`src/rtl/cmp_mon_pkg.sv`:
```
// cmp_mon_pkg: shared kind codes, monitor states and flag encoder for cmp_result_monitor.
package cmp_mon_pkg;
  localparam logic [1:0] KIND_NONE = 2'b00;
  localparam logic [1:0] KIND_LT   = 2'b01;
  localparam logic [1:0] KIND_GT   = 2'b10;
  localparam logic [1:0] KIND_EQ   = 2'b11;
  typedef enum logic [1:0] {IDLE, TRACK, REPORT} state_e;
  function automatic logic [1:0] encode(input logic lt, input logic gt, input logic eq);
    return ({lt, gt, eq} == 3'b100) ? KIND_LT :
           ({lt, gt, eq} == 3'b010) ? KIND_GT :
           ({lt, gt, eq} == 3'b001) ? KIND_EQ : KIND_NONE;
  endfunction
endpackage

```
`src/rtl/cmp_result_monitor_sat_counter.sv`:
```
// sat_counter: W-bit up counter that holds at all-ones, with synchronous clear.
module sat_counter #(
  parameter int W = 8
) (
  input  logic         clk,
  input  logic         rst_n,
  input  logic         inc,
  input  logic         clr,
  output logic [W-1:0] cnt
);
  logic [W-1:0] cnt_q;
  always_ff @(posedge clk or negedge rst_n) begin
    if (!rst_n) cnt_q <= '0;
    else if (clr) cnt_q <= '0;
    else if (inc && cnt_q != '1) cnt_q <= cnt_q + 1'b1;
  end
  assign cnt = cnt_q;
endmodule

```
`src/rtl/cmp_result_monitor.sv`:
```
// cmp_result_monitor: counts comparator outcomes and reports runs of RUN_LEN identical results.
module cmp_result_monitor
  import cmp_mon_pkg::*;
#(
  parameter int CNT_W   = 8,
  parameter int RUN_LEN = 4
) (
  input  logic             clk,
  input  logic             rst_n,
  input  logic             clear,
  input  logic             in_valid,
  output logic             in_ready,
  input  logic             a_lt_b,
  input  logic             a_gt_b,
  input  logic             a_eq_b,
  output logic             out_valid,
  input  logic             out_ready,
  output logic [1:0]       out_kind,
  output logic [CNT_W-1:0] lt_cnt,
  output logic [CNT_W-1:0] gt_cnt,
  output logic [CNT_W-1:0] eq_cnt,
  output logic             err
);
  localparam logic [3:0] RUN_TGT = 4'(RUN_LEN);
  state_e     state_q, state_d;
  logic [1:0] run_kind_q, run_kind_d;
  logic [3:0] run_len_q, run_len_d;
  logic [1:0] out_kind_q, out_kind_d;
  logic       err_q, err_d;
  logic [1:0] kind;
  logic       acc, legal;
  logic [3:0] len_inc;
  assign kind      = encode(a_lt_b, a_gt_b, a_eq_b);
  assign legal     = kind != KIND_NONE;
  assign in_ready  = state_q != REPORT;
  assign acc       = in_valid && in_ready && !clear;
  assign len_inc   = run_len_q + 4'd1;
  assign out_valid = state_q == REPORT;
  assign out_kind  = out_kind_q;
  assign err       = err_q;
  assign err_d     = clear ? 1'b0 : (err_q | (acc && !legal));
  always_comb begin
    state_d    = state_q;
    run_kind_d = run_kind_q;
    run_len_d  = run_len_q;
    out_kind_d = out_kind_q;
    case (state_q)
      IDLE: if (acc && legal) begin
        state_d    = TRACK;
        run_kind_d = kind;
        run_len_d  = 4'd1;
      end
      TRACK: if (acc && !legal) begin
        state_d   = IDLE;
        run_len_d = '0;
      end else if (acc && kind == run_kind_q) begin
        run_len_d = len_inc;
        if (len_inc == RUN_TGT) begin
          state_d    = REPORT;
          out_kind_d = run_kind_q;
        end
      end else if (acc) begin
        run_kind_d = kind;
        run_len_d  = 4'd1;
      end
      REPORT: if (out_ready) begin
        state_d   = IDLE;
        run_len_d = '0;
      end
      default: state_d = IDLE;
    endcase
    // clear overrides any transition decided above, including a pending report
    if (clear) begin
      state_d    = IDLE;
      run_kind_d = KIND_NONE;
      run_len_d  = '0;
      out_kind_d = KIND_NONE;
    end
  end
  always_ff @(posedge clk or negedge rst_n) begin
    if (!rst_n) begin
      state_q    <= IDLE;
      run_kind_q <= KIND_NONE;
      run_len_q  <= '0;
      out_kind_q <= KIND_NONE;
      err_q      <= 1'b0;
    end else begin
      state_q    <= state_d;
      run_kind_q <= run_kind_d;
      run_len_q  <= run_len_d;
      out_kind_q <= out_kind_d;
      err_q      <= err_d;
    end
  end
  sat_counter #(.W(CNT_W)) u_lt (.clk(clk), .rst_n(rst_n), .inc(acc && kind == KIND_LT), .clr(clear), .cnt(lt_cnt));
  sat_counter #(.W(CNT_W)) u_gt (.clk(clk), .rst_n(rst_n), .inc(acc && kind == KIND_GT), .clr(clear), .cnt(gt_cnt));
  sat_counter #(.W(CNT_W)) u_eq (.clk(clk), .rst_n(rst_n), .inc(acc && kind == KIND_EQ), .clr(clear), .cnt(eq_cnt));
endmodule
```
`config.mk`:
```
export PLATFORM = sky130hd
export DESIGN_NAME = cmp_result_monitor
export DESIGN_NICKNAME = d
export VERILOG_FILES = /design/src/rtl/cmp_mon_pkg.sv /design/src/rtl/cmp_result_monitor_sat_counter.sv /design/src/rtl/cmp_result_monitor.sv
export SDC_FILE = /design/constraint.sdc
export NUM_CORES = 1
export LEC_CHECK = 0
export CAP_MARGIN = 20
export CORE_MARGIN = 1.5
export CORE_UTILIZATION = 45
export CTS_BUF_LIST = sky130_fd_sc_hd__clkbuf_16
export CTS_CLUSTER_SIZE = 25
export DETAILED_ROUTE_END_ITERATION = 6
export DONT_BUFFER_PORTS = 1
export PLACE_DENSITY = 0.71
export SLEW_MARGIN = 5
export SYNTH_ARGS = -nofsm -noshare
export SYNTH_HDL_FRONTEND = slang
export SYNTH_SLANG_ARGS = --single-unit
```
`constraint.sdc`:
```
create_clock -name clk -period 3.2 [get_ports clk]
set_clock_uncertainty 0.2 [all_clocks]
set_input_delay 0 -clock clk [delete_from_list [all_inputs] [get_ports clk]]
set_output_delay 0 -clock clk [all_outputs]
set_load 0.005 [all_outputs]
```
Word level (Yosys, flattened, before mapping) --
Cells that the tools add are included.
Operators by class: shift operators 0, bitwise gates (word level) 1, equal/unequal tests 23, add/sub/neg operators 4, divide/modulo/power cells 0, multipliers 0, reduce and logical (&&, ||, !) cells 27, $lt $le $gt $ge 0, muxes and demuxes 35
Operators by type and width (number):
- two-way mux 8 bit | 6
- two-way mux 2 bit | 19
- adder 8 x 1 -> 8 bit (second input constant) | 3
- two-way mux 4 bit | 6
- inequality test 8 bit (second input constant) | 3
- nonzero test 2 bit | 7
- inequality test 3 bit (second input constant) | 4
- one-hot mux 4 bit (3 select lines) | 1
- AND reduction 4 bit | 3
- logical AND 1 bit | 11
- inequality test 4 bit (second input constant) | 2
- equality test 2 bit (second input constant) | 3
- one-hot mux 2 bit (3 select lines) | 1
- inequality test 5 bit (second input constant) | 1
- AND reduction 5 bit | 1
- adder 4 x 1 -> 4 bit (second input constant) | 1
- equality test 2 x 1 -> 1 bit (second input constant) | 2
- equality test 4 x 3 -> 1 bit (second input constant) | 1
- inequality test 2 bit (second input constant) | 2
- one-hot mux 2 bit (2 select lines) | 1
- nonzero test 4 bit | 1
- equality test 3 x 1 -> 1 bit (second input constant) | 1
- equality test 3 x 2 -> 1 bit (second input constant) | 1
- equality test 3 bit (second input constant) | 1
- other kinds (7) | 8
Word-level totals: latch bits 0, input bits 8, register bits after elaboration 35, memory bits (read-only) 0, RAM bits 0, memories 0, output and inout bits 29, word-level logic and storage cells 98

Longest topological paths before layout --
Gate-level depths: netlist (run 1).
depth after elaboration 10, mapped depth 8, mapped depth without buffers 7

By module --
Synthesis (run 1) repeated with hierarchy kept, for this count alone.
Second synthesis, totals: cells, all modules 250, area, all modules 2303.5 µm²
By module, submodules not included:
- sat_counter | times used 3, area an instance 464.2 µm², cells each 49
- cmp_result_monitor | times used 1, area an instance 910.9 µm², cells each 103

Worst setup path before layout (run 1) --
No wires, ideal clock.
path type register to register, start reg state_q[0], end reg state_q[0], slack 0.947 ns, cell stages (with the launch flop) 7, required time 2.872 ns, setup time 0.128 ns, arrival 1.925 ns, cell sequence dfrtp_1 inv_1 ha_1 or3b_4 buf_6 o41ai_1 mux2_1
On the way: elaborated cells on any way between the ends 17, classes of those cells eq/ne: 7; mux: 3; reduce/logical: 7
RTL lines:
- from (decl) | RTL line cmp_result_monitor.sv:25 | state_e state_q, state_d;
- from (signal assigned) | RTL line cmp_result_monitor.sv:88 | state_q <= state_d;
- equality test 2 bit *
- via out_valid | RTL line cmp_result_monitor.sv:16 | output logic out_valid,
- inequality test 3 x 2 -> 1 bit (no source line) / one-hot mux 2 bit (3 select lines) (equally long branches)
- AND reduction 4 bit (no source line) / two-way mux 2 bit (equally long branches)
The timed path passes the listed nets; every way through them passes the cells marked *. A chain may end at the register's enable or synchronous reset.

Worst setup path in the final report (run 1) --
start reg state_q[0], end reg u_lt.cnt_q[5] (netlist: u_lt.cnt[5])
On the way: word-level cells in the longest chain between the ends 6
RTL lines:
- inequality test 2 bit | RTL line cmp_result_monitor.sv:35 | assign in_ready = state_q != REPORT;
- logical AND 1 bit (2 in a row) | RTL line cmp_result_monitor.sv:36 | assign acc = in_valid && in_ready && !clear;
- logical AND 1 bit | RTL line cmp_result_monitor.sv:95 | sat_counter #(.W(CNT_W)) u_lt (.clk(clk), .rst_n(rst_n), .inc(acc && kind == KIND_LT), .clr(clear), .cnt(lt_cn ...
- logical AND 1 bit | RTL line cmp_result_monitor_sat_counter.sv:15 | else if (inc && cnt_q != '1) cnt_q <= cnt_q + 1'b1;
- nonzero test 2 bit (no source line)
- to (signal assigned) | RTL line cmp_result_monitor_sat_counter.sv:15
- to (decl) | RTL line cmp_result_monitor_sat_counter.sv:11 | logic [W-1:0] cnt_q;
Every way passes these cells.

==> results by group, run 1 <==
STA
  • Finish-stage setup viols: 0
  • Slew headroom: 63.0%
  • Fin Setup TNS: 0 ns
  • Post-route clock period utilization: 93.3%
  • RSZ-0062 raised after global routing: no
  • Final Max Tran Viols: 0
  • Worst Tran Pin Value: 0.551 ns
  • Fmax: roughly 330 MHz
  • Final hold vios: 0
  • Final Critical Period: 2.99 ns

Layout
  • # diodes: 0
  • Area Overhead vs Synth: 16.9%
  • Design Area, Final: 2530 µm²
  • Area occupied by multi-input gates: 1200 µm²
  • Layout cells sized above 1: 9.79%
  • Layout Nets: 250
  • Post-Layout Cell Count: 289
  • Fillers: 416
  • Sequential Area: 876 µm²
  • Finished Core Util: 54.0%

Routing
  • Starting DRC count in detailed routing: 98
  • Post-DRT Antenna Nets: 0
  • Vias per cell: around 6
  • First-pass DRT Iterations: 4
  • Wire per inst: 15.9 µm
  • Residual DRC count: 0
  • WL final: 4590 µm
  • Routed via count: 1687

Run status
  • Status: finished, final reports clean

Setup path
  • Crit path buf inv count: 2
  • Sequence of cells on the critical path: inv_1 > ha_1 > nor3b_2 > o211a_4 > nand4_2 > or3_1 > a21oi_1 > dlygate4sd3_1
  • CP Class: reg2reg
  • Crit path DAT: 3.00 ns
  • Worst path slowest cell: dlygate4sd3_1
  • Crit path max fanout: 9
  • Setup crit end kind: flop
  • CP max stage delay: 0.56 ns
  • CP Launch Type: flop
  • CP required: 3.22 ns
  • CP top delay family: simple AND/OR/NAND/NOR gates

Synth
  • Yosys top cell area share: between 40% and 50%
  • Syn. warnings: 0
  • Synthesized netlist cell count: 221
  • Post-synth EDFFs: 0
  • Synth Cell Area: 2170 µm²
  • Synth area leaders: dfrtp_1, xor2_1, ha_1, nor2_1, nand3_1
  • Post-Syn Nets: 237
  • Post-synth top flop: dfrtp_1
  • Async SR Flop Fraction: 100%
  • Synth cell types: 51
  • Area leader, netlist: dfrtp_1
  • Sequential fraction of the synthesis area: 40.4%
  • Number of synthesized register bits: 35
  • Synth Area per Inst: between 9 and 10 µm²

Placed design
  • Routability cong.: 0.849
  • DP HPWL: 3030 µm
  • Placed inst area: between 2000 and 2500 µm²
  • I/O Buffers: 0
  • Placed Instances: 267

Run
  • Max Cap Viol: 0

Clock network
  • Clk buf depth: 2
  • Post-CTS setup buffer count: 0
  • Skew-Pair Late Insertion Delay: 0.28 ns
  • Root Buffer: clkbuf_16
  • Post-cts resize count: 0
  • Clock Pin Slew Worst Setup and Hold Paths: around 0.050 ns
  • H-tree depth: 2
  • CTS sink cnt: 35
  • CTS tree: built
  • Num CTS Buffers: 5

Floorplanning
  • Row cnt: 25
  • Die width: 72.4 µm
  • Die height: about 72 µm
  • Die area: 5240 µm²
  • Core region area: 4690 µm²
  • Initial Util: 46.2%
  • I/O pins: 37

GRT
  • Number of global-route vias before repair: 1701
  • GRT Util Overall: 19.3%
  • Initial antenna violation count: 0
  • Grt ovf: 0
  • Largest net degree at the start of global routing: 36
  • First-pass GRT wire length: 7820 µm

Power and ir drop
  • Switching Fraction: 24.0%
  • Clock network fraction of total power: 48.0%
  • Switching pwr: 0.310 mW
  • Int Power: 0.982 mW
  • Gate power share: 15.3%
  • Power Density: a little over 500 nW/µm²
  • Sequential share of power: a little over a third
  • Largest vdd supply drop: 318 µV
  • Leakage Power: 1.08 nW

Worst hold path
  • Min-Delay Path Class: in2reg
cell families (layout without fill, tap and decap cells):
| group | count (synthesis) | in the layout | share of synthesized area, % |
|---|---|---|---|
| multiplexers | 7 | 7 | 3.41 |
| AO/OA/AOI/OAI | 32 | 32 | 13.0 |
| adder cells (fa/ha/maj) | 8 | 8 | 4.62 |
| buffers and inverters | 16 | 30 | 4.16 |
| XOR/XNOR | 23 | 23 | 9.30 |
| flip-flops | 35 | 35 | 40.4 |
| AND/OR/NAND/NOR | 100 | 100 | 25.1 |
final timing paths:
path | to | start | cells past startpoint | slack, ns
worst max-delay path | u_lt.cnt[5] | state_q[0] | 8 | 0.21
worst min-delay path | state_q[1] | in_valid | 4 | 0.02
worst max register to register | u_lt.cnt[5] | state_q[0] | 8 | 0.21
worst min register to register | err | err | 1 | 0.31
max in group asynchronous | u_eq.cnt[7] | rst_n | 3 | 2.55
min in group asynchronous | run_len_q[1] | rst_n | 3 | 0.07
tightest hold or removal path: stages:
cell	delay (ns)
nand2b_1	0.06
a211oi_1	0.06
o211ai_1	0.20
o21a_1	0.13
routing by layer:
layer	track usage [%]	routed length (µm)	vias to the layer above
met3	5.69	246	11
met5	0	0	-
met4	9.22	107	0
li1	-	-	819
met2	29.2	2070	47
met1	25.4	2180	810
synth_stat cells (2+ instances only):
master / count
nand4_1: 10
a21oi_1: 3
nand3b_1: 2
ha_1: 8
and4_1: 2
o21ai_0: 6
nor3_1: 4
mux2i_1: 4
inv_1: 8
o41ai_1: 3
nand2b_1: 3
o211ai_1: 4
xor2_1: 18
and3_1: 4
nor3b_1: 2
xnor2_1: 5
nor2b_1: 6
or3_1: 4
a32oi_1: 2
nor2_1: 25
buf_6: 4
nand2_1: 15
clkbuf_1: 4
dfrtp_1: 35
nand3_1: 13
mux2_1: 2
what timing repair did:
item | CTS | global route
setup endpoints to repair | 0 | 0
hold buffers | 14 | 0
hold endpoints to repair | 70 | 0
power by group through the flow:
stage	combinational [mW]	sequential (mW)	clock [mW]
after floorplan	0.146	0.477	0
after CTS	0.197	0.473	0.631
final	0.198	0.473	0.620
after global placement	0.160	0.480	0
after detailed placement	0.160	0.481	0
after global routing	0.220	0.475	0.645
placed cells by master, fill, tap and decap left out, drive strengths merged, types with 4 or more instances in the layout:
master,n
mux2i,4
or3,4
nor3,4
o211ai,4
ha,8
nor2b,6
nor2,25
dlygate4sd3,11
nand3,13
clkbuf,5
nand4,11
inv,9
xnor2,5
and3,4
nand2,15
xor2,18
dfrtp,35
o21ai,7
sequential cells by signal (all words and copies together), names as in the netlist:
| register | cells |
|---|---|
| u_eq.cnt | 8 |
| u_gt.cnt | 8 |
| u_lt.cnt | 8 |
| run_len_q | 4 |
| out_kind | 2 |
| run_kind_q | 2 |
| state_q | 2 |
| err | 1 |
area by class of cell:
| class | instances | share of cell area, % |
|---|---|---|
| multi-input cells | 170 | 47.4 |
| flip-flops and latches | 35 | 34.6 |
| repair buffers | 14 | 6.72 |
| clock buffers | 5 | 4.94 |
| well taps | 54 | 2.67 |
| clock inverters | 3 | 2.52 |
| inverters | 8 | 1.19 |
per-stage QoR:
step | setup WS, ns | hold slack, ns | power (mW)
after floorplan | 0.947 | -0.496 | 0.623
after global placement | 0.864 | -0.494 | 0.640
after detailed placement | 0.781 | -0.494 | 0.642
after CTS | 0.247 | 0.0111 | 1.30
after global routing | 0.0495 | 0.0865 | 1.34
final | 0.214 | 0.0195 | 1.29
Note: power is estimated with default switching activity, not from simulation.
==> run 2: changes to the inputs <==
Settings changed: PLACE_DENSITY 0.71 to 0.67, SYNTH_HIERARCHICAL set to 1.
Clock period 3.2 ns to 3.6 ns, I/O delays scaled along.
==> run 2 against run 1 <==
Worst hold slack improved by 0.0085 ns. Via count rose by 14%. Largest cell class unchanged. Synthesized cell count increased by 13%. Critical endpoint is now u_gt/cnt[7]. Utilization increased by 1.4 points. First-iteration DRC count grew 35%. Highest routed layer unchanged.
==> results by group, run 2 <==
STA
  • Worst Tran Pin Value: 0.407 ns (-0.144 ns)
  • Final Hold Slack: 0.0280 ns (+0.00851 ns)
  • Slew headroom: 72.2% (+9.1 points)
  • Fmax: 319 MHz (-4.6%)
  • RSZ-0062 raised after global routing: no
  • Final Max Tran Viols: 0 (unchanged)
  • Final Critical Period: 3.13 ns (+0.145 ns)
  • Finish-stage setup viols: 0 (unchanged)
  • Post-route clock period utilization: 87.0% (-6.3 points)
  • Final hold vios: 0 (unchanged)
  • Fin Setup TNS: 0 ns (unchanged)

Synth
  • Area leader, netlist: dfrtp_1
  • Post-synth EDFFs: 0 (unchanged)
  • Synthesized netlist cell count: 250 (+13%)
  • Synth Area per Inst: 9.21 µm² (-6.0%)
  • Post-Syn Nets: 267 (+13%)
  • Mux cell area share after synthesis: 7.28% (+3.9 points)
  • Sequential fraction of the synthesis area: 38.0% (-2.4 points)
  • Post-synth top flop: dfrtp_1
  • Yosys top cell area share: 38.0% (-2.4 points)
  • Async SR Flop Fraction: 100% (unchanged)
  • Number of synthesized register bits: 35 (unchanged)
  • Post-Synth XOR/XNOR Area: 1.90% (-7.4 points)
  • Synth Cell Area: 2300 µm² (+6.4%)
  • Commonest cells in the netlist: dfrtp_1, nand2_1, nor3_1
  • Synth Area in Compound Gates: 14.5% (+1.5 points)
  • Synth cell types: 48 (-5.9%)
  • Post-synthesis adder-cell area fraction: 4.89% (+0.27 points)
  • Most common cell in the synthesized netlist: dfrtp_1
  • Simple-gate share of the synthesized area: 28.8% (+3.7 points)
  • Largest family of logic cells by synthesized area: simple AND/OR/NAND/NOR gates
  • Syn. warnings: 6 (+6)
  • Synth area leaders: dfrtp_1, ha_1, nor2b_1, nor3_1, nand2_1

GRT
  • Grt ovf: 0 (unchanged)
  • Largest net degree at the start of global routing: 44 (+22%)
  • GRT Util Overall: 19.2% (-0.091 points)
  • Initial antenna violation count: 0 (unchanged)
  • Number of global-route vias before repair: 1725 (+1.4%)
  • First-pass GRT wire length: 8110 µm (+3.7%)

Routing
  • First-pass DRT Iterations: 4 (unchanged)
  • WL final: 5020 µm (+9.2%)
  • Routed via count: 1921 (+14%)
  • Starting DRC count in detailed routing: 132 (+35%)
  • Vias per cell: 5.87 (+0.64%)
  • Wire per inst: 15.3 µm (-3.5%)
  • Residual DRC count: 0 (unchanged)
  • Post-DRT Antenna Nets: 0 (unchanged)

Floorplanning
  • Die height: 74.5 µm (+3.0%)
  • Core region area: 4820 µm² (+2.7%)
  • Initial Util: 47.8% (+1.7 points)
  • I/O pins: 37 (unchanged)
  • Die area: 5560 µm² (+6.1%)
  • Row cnt: 25 (unchanged)
  • Die width: 74.5 µm (+3.0%)

Layout
  • Area Overhead vs Synth: 15.8%
  • Fillers: 445 (+7.0%)
  • Area occupied by multi-input gates: 1320 µm² (+10%)
  • Most frequent cells in the layout: dfrtp_1, nand2_1, nor3_1
  • Layout cells sized above 1: 11.9% (+2.1 points)
  • Design Area, Final: 2670 µm² (+5.3%)
  • Sequential Area: 876 µm² (unchanged)
  • Commonest non-fill, non-tap cell in the layout: dfrtp_1
  • Layout Nets: 276 (+10%)
  • # diodes: 0 (unchanged)

Placed design
  • DP HPWL: 3260 µm (+7.6%)
  • Routability cong.: 0.794 (-6.5%)
  • Placed inst area: 2350 µm² (+8.1%)
  • I/O Buffers: 0 (unchanged)

Setup path
  • RR Startpoint: state_q[0]
  • Crit path max fanout: 9 (unchanged)
  • Beginning of the critical path: state_q[0]
  • CP required: 3.62 ns (+0.40 ns)
  • Reg2reg setup slack: 0.47 ns (+0.25 ns)
  • CP Class: reg2reg
  • CP Launch Type: flop
  • Crit path DAT: 3.15 ns (+0.15 ns)
  • Setup crit end kind: flop

Power and ir drop
  • Largest vdd supply drop: 259 µV (-19%)
  • Power Density: 433 nW/µm² (-15%)
  • Leakage Power: 1.13 nW (+4.3%)

Worst hold path
  • Hold path startpoint: in_valid
  • Min-Delay Path Class: in2reg

Clock network
  • H-tree depth: 2 (unchanged)
  • Post-CTS setup buffer count: 0 (unchanged)
  • Clk buf depth: 2 (unchanged)
  • CTS sink cnt: 35 (unchanged)
  • Num CTS Buffers: 5 (unchanged)
  • Skew-Pair Late Insertion Delay: 0.28 ns (about the same)
  • CTS tree: built
  • Root Buffer: clkbuf_16
  • Clock Pin Slew Worst Setup and Hold Paths: 0.06 ns (about the same)

Run status
  • Status: finished, final reports clean

Run
  • Max Cap Viol: 0 (unchanged)
[run 2: area by class of cell]
cell class / instances / area share, %
repair buffers: 13 / 5.72
inverters: 12 / 1.69
well taps: 67 / 3.14
clock buffers: 5 / 4.69
flip-flops and latches: 35 / 32.8
multi-input cells: 192 / 49.5
clock inverters: 3 / 2.39
[run 2: kinds of logic after synthesis]
kind of cell               count (synthesis)
adders and majority gates                  9
AOI/OAI and AO/OA                         50
and+or+nand+nor                          113
DFF                                       35
xor gates and xnor gates                   5
muxes                                     15
buffers and inverters                     23
[run 2: worst paths after layout]
kind,depth (start not counted),endpoint
worst max-delay path,10,u_gt/cnt[7]
worst min-delay path,4,run_len_q[2]
worst max register to register,10,u_gt/cnt[7]
worst min register to register,2,run_len_q[2]
max in group asynchronous,3,u_gt/cnt[1]
min in group asynchronous,3,u_lt/cnt[7]
[run 2: layer usage]
layer / part of all wire [%] / GRT usage, % / up-vias
li1: - / - / 933
met1: 45 / 25.5 / 931
met2: 49 / 31.0 / 49
met3: 5.0 / 4.07 / 8
met4: 1.2 / 7.07 / 0
met5: 0 / 0 / -
[run 2: timing repair]
item / CTS / global route
gates resized for setup: 0 / 0
endpoints found under the hold margin: 70 / 0
setup endpoints to repair: 0 / 0
hold buffers: 10 / 0
[run 2: stage by stage]
stage	power (mW)	instances	setup WS, ns	utilization [%]
floorplan	0.561	250	1.27	-
global placement	0.570	309	1.01	48.8
detailed placement	0.573	309	1.01	48.8
CTS	1.17	327	0.519	55.4
global route	1.20	327	0.212	55.4
finish	1.16	327	0.468	55.4
[run 2: worst max-delay path: stages, from the launching register on]
cell and delay, ns:
dfrtp_1 0.36, inv_1 0.08, ha_1 0.28, nor2b_1 0.21, nand2_1 0.13, nor4b_1 0.30
buf_4 0.21, nand3_1 0.16, or3_1 0.33, a211oi_1 0.23, dlygate4sd3_1 0.57
[run 2: power breakdown]
group	switching (mW)	internal, mW	leakage [nW]
Sequential	0.0147	0.407	0.484
Combinational	0.0967	0.0800	0.549
Clock	0.163	0.394	0.0952
==> run 3: changes to the inputs <==
Settings changed: CORE_MARGIN 1.5 to not set, PLACE_DENSITY 0.67 to 0.69, SLEW_MARGIN 5 to 40.
Clock period 3.6 ns to 2.52 ns, I/O delays scaled along.
==> run 3 against run 2 <==
Total power rose by 25%. Clock-buffer cell count did not move. Sequential power rose by 43%. Wire length fell by 0.36%. Cell area fell by 0.23%. Critical path type unchanged. Critical endpoint is now u_eq/cnt[5].
==> results by group, run 3 (synthesized netlist as in run 2, its figures left out) <==
Run status
  • Status: finished, final reports clean

Layout
  • Fillers: 441 (-0.90%)
  • Sequential Area: 876 µm² (unchanged)
  • Area Overhead vs Synth: 15.5%
  • Layout Nets: 279 (+1.1%)
  • Commonest non-fill, non-tap cell in the layout: dfrtp_1
  • Area occupied by multi-input gates: 1350 µm² (+2.5%)
  • Layout cells sized above 1: 15.2% (+3.3 points)
  • # diodes: 0 (unchanged)
  • Most frequent cells in the layout: dfrtp_1, nand2_1, nor3_1
  • Post-Layout Cell Count: 330 (+0.92%)

Setup path
  • CP Launch Type: flop
  • CP max stage delay: 0.43 ns (-0.14 ns)
  • Worst path slowest cell: a2111oi_0
  • CP required: 2.47 ns (-1.15 ns)
  • Crit path DAT: 2.29 ns (-0.86 ns)
  • Sequence of cells on the critical path: inv_1 > ha_1 > nor2b_2 > nand2_2 > nor4b_2 > buf_4 > nand3_1 > a2111oi_0 > nor3b_1
  • Setup crit end kind: flop
  • Crit path max fanout: 9 (unchanged)
  • CP Class: reg2reg

STA
  • Worst Tran Pin Value: 0.386 ns (-0.0208 ns)
  • RSZ-0062 raised after global routing: no
  • Final Worst Setup Slack: 0.181 ns (-0.287 ns)
  • Fmax: 428 MHz (+34%)
  • Finish-stage setup viols: 0 (unchanged)
  • Final Critical Period: 2.34 ns (-0.793 ns)
  • Post-route clock period utilization: 92.8% (+5.8 points)
  • Fin Setup TNS: 0 ns (unchanged)
  • Slew headroom: 73.6% (+1.4 points)
  • Final hold vios: 0 (unchanged)
  • Final Max Tran Viols: 0 (unchanged)

Routing
  • First-pass DRT Iterations: 4 (unchanged)
  • Starting DRC count in detailed routing: 130 (-1.5%)
  • Routed via count: 1922 (+0.052%)
  • Post-DRT Antenna Nets: 0 (unchanged)
  • Wire per inst: 15.1 µm (-1.3%)
  • Residual DRC count: 0 (unchanged)
  • Vias per cell: 5.82 (-0.86%)
  • WL final: 5000 µm (-0.36%)

Floorplanning
  • Die area: 5410 µm² (-2.7%)
  • I/O pins: 37 (unchanged)
  • Row cnt: 25 (unchanged)
  • Core region area: 4820 µm² (unchanged)
  • Initial Util: 47.8% (unchanged)
  • Die height: 73.5 µm (-1.3%)
  • Die width: 73.5 µm (-1.3%)

GRT
  • Grt ovf: 0 (unchanged)
  • Number of global-route vias before repair: 1784 (+3.4%)
  • GRT Util Overall: 19.8% (+0.57 points)
  • Initial antenna violation count: 0 (unchanged)
  • Largest net degree at the start of global routing: 43 (-2.3%)
  • First-pass GRT wire length: 8290 µm (+2.2%)

Clock network
  • CTS tree: built
  • Root Buffer: clkbuf_16
  • Skew-Pair Late Insertion Delay: 0.28 ns (about the same)
  • Clk buf depth: 2 (unchanged)
  • H-tree depth: 2 (unchanged)
  • Num CTS Buffers: 5 (unchanged)
  • CTS sink cnt: 35 (unchanged)
  • Clock Pin Slew Worst Setup and Hold Paths: 0.06 ns (about the same)

Placed design
  • I/O Buffers: 0 (unchanged)
  • Worst slack, placed: 0.0561 ns (-0.949 ns)
  • Placed Instances: 312 (+0.97%)
  • DP HPWL: 3230 µm (-0.97%)
  • Routability cong.: 0.828 (+4.2%)

Worst hold path
  • Min-Delay Path Class: in2async

Power and ir drop
  • Leakage Power: 1.11 nW (-1.3%)
  • Power Density: 545 nW/µm² (+26%)
  • Largest vdd supply drop: 371 µV (+43%)

Run
  • Max Cap Viol: 0 (unchanged)
==> run 3: cell count changes in the layout (fill, tap and decap cells not counted), sizes merged <==
| cell | change |
|---|---|
| clkinv | +2 |
| clkinvlp | +1 |
| bufinv | -2 |
| inv | -1 |
| buf | +3 |
==> run 3: worst max-delay path: cells and delay by family (launching register included) <==
family / cells / cell delay, ns
AO/OA/AOI/OAI: 1 / 0.43
adder cells (fa/ha/maj): 1 / 0.22
buffers and inverters: 2 / 0.27
flip-flops: 1 / 0.36
AND/OR/NAND/NOR: 5 / 0.72
==> run 3: final timing paths <==
path                            startpoint  slack [ns]  depth (start not counted)            end
worst min register to register         err        0.32                          1            err
worst max register to register  state_q[0]        0.18                          9    u_eq/cnt[5]
max in group asynchronous            rst_n        1.92                          2   run_len_q[1]
min in group clk                     clear        0.04                          5  run_kind_q[1]
worst max-delay path            state_q[0]        0.18                          9    u_eq/cnt[5]
worst min-delay path                 rst_n        0.03                          2    u_gt/cnt[6]
==> run 3: report_power, final <==
part	internal [mW]	switching [mW]	leakage, nW
combinational	0.115	0.137	0.564
sequential	0.581	0.0192	0.484
clock	0.359	0.238	0.0649
total	1.06	0.394	1.11
==> run 3: per-layer routing <==
| metal | vias to the layer above | global-route usage, % | wire length [µm] |
|---|---|---|---|
| met2 | 44 | 31.7 | 2370 |
| met4 | 0 | 5.77 | 41 |
| met3 | 5 | 4.80 | 223 |
| li1 | 939 | - | - |
| met5 | - | 0 | 0 |
| met1 | 934 | 26.4 | 2360 |
==> run 3: area by class of cell <==
cell class                      count  share of cell area, %
Timing Repair Buffer               16                   6.11
Sequential cell                    35                   32.9
Clock inverter                      3                  0.564
Clock buffer                        5                   4.70
Inverter                           12                   1.69
Tap cell                           67                   3.15
Multi-Input combinational cell    192                   50.9
==> run 3: through the flow <==
step	power (mW)	hold slack, ns	area (µm²)	utilization [%]
2_1_floorplan	0.802	-0.496	2300	-
3_3_place_gp	0.815	-0.495	2370	49.2
3_5_place_dp	0.818	-0.495	2370	49.2
4_1_cts	1.46	0.0184	2620	54.4
5_1_grt	1.52	0.0433	2660	55.2
6_report	1.45	0.0278	2660	55.2
==> run 3: repair_timing <==
action,in CTS,in global routing
hold endpoints to repair,70,0
resized for setup,0,8
setup endpoints to repair,0,10
buffers inserted,0,1
hold buffers,9,0
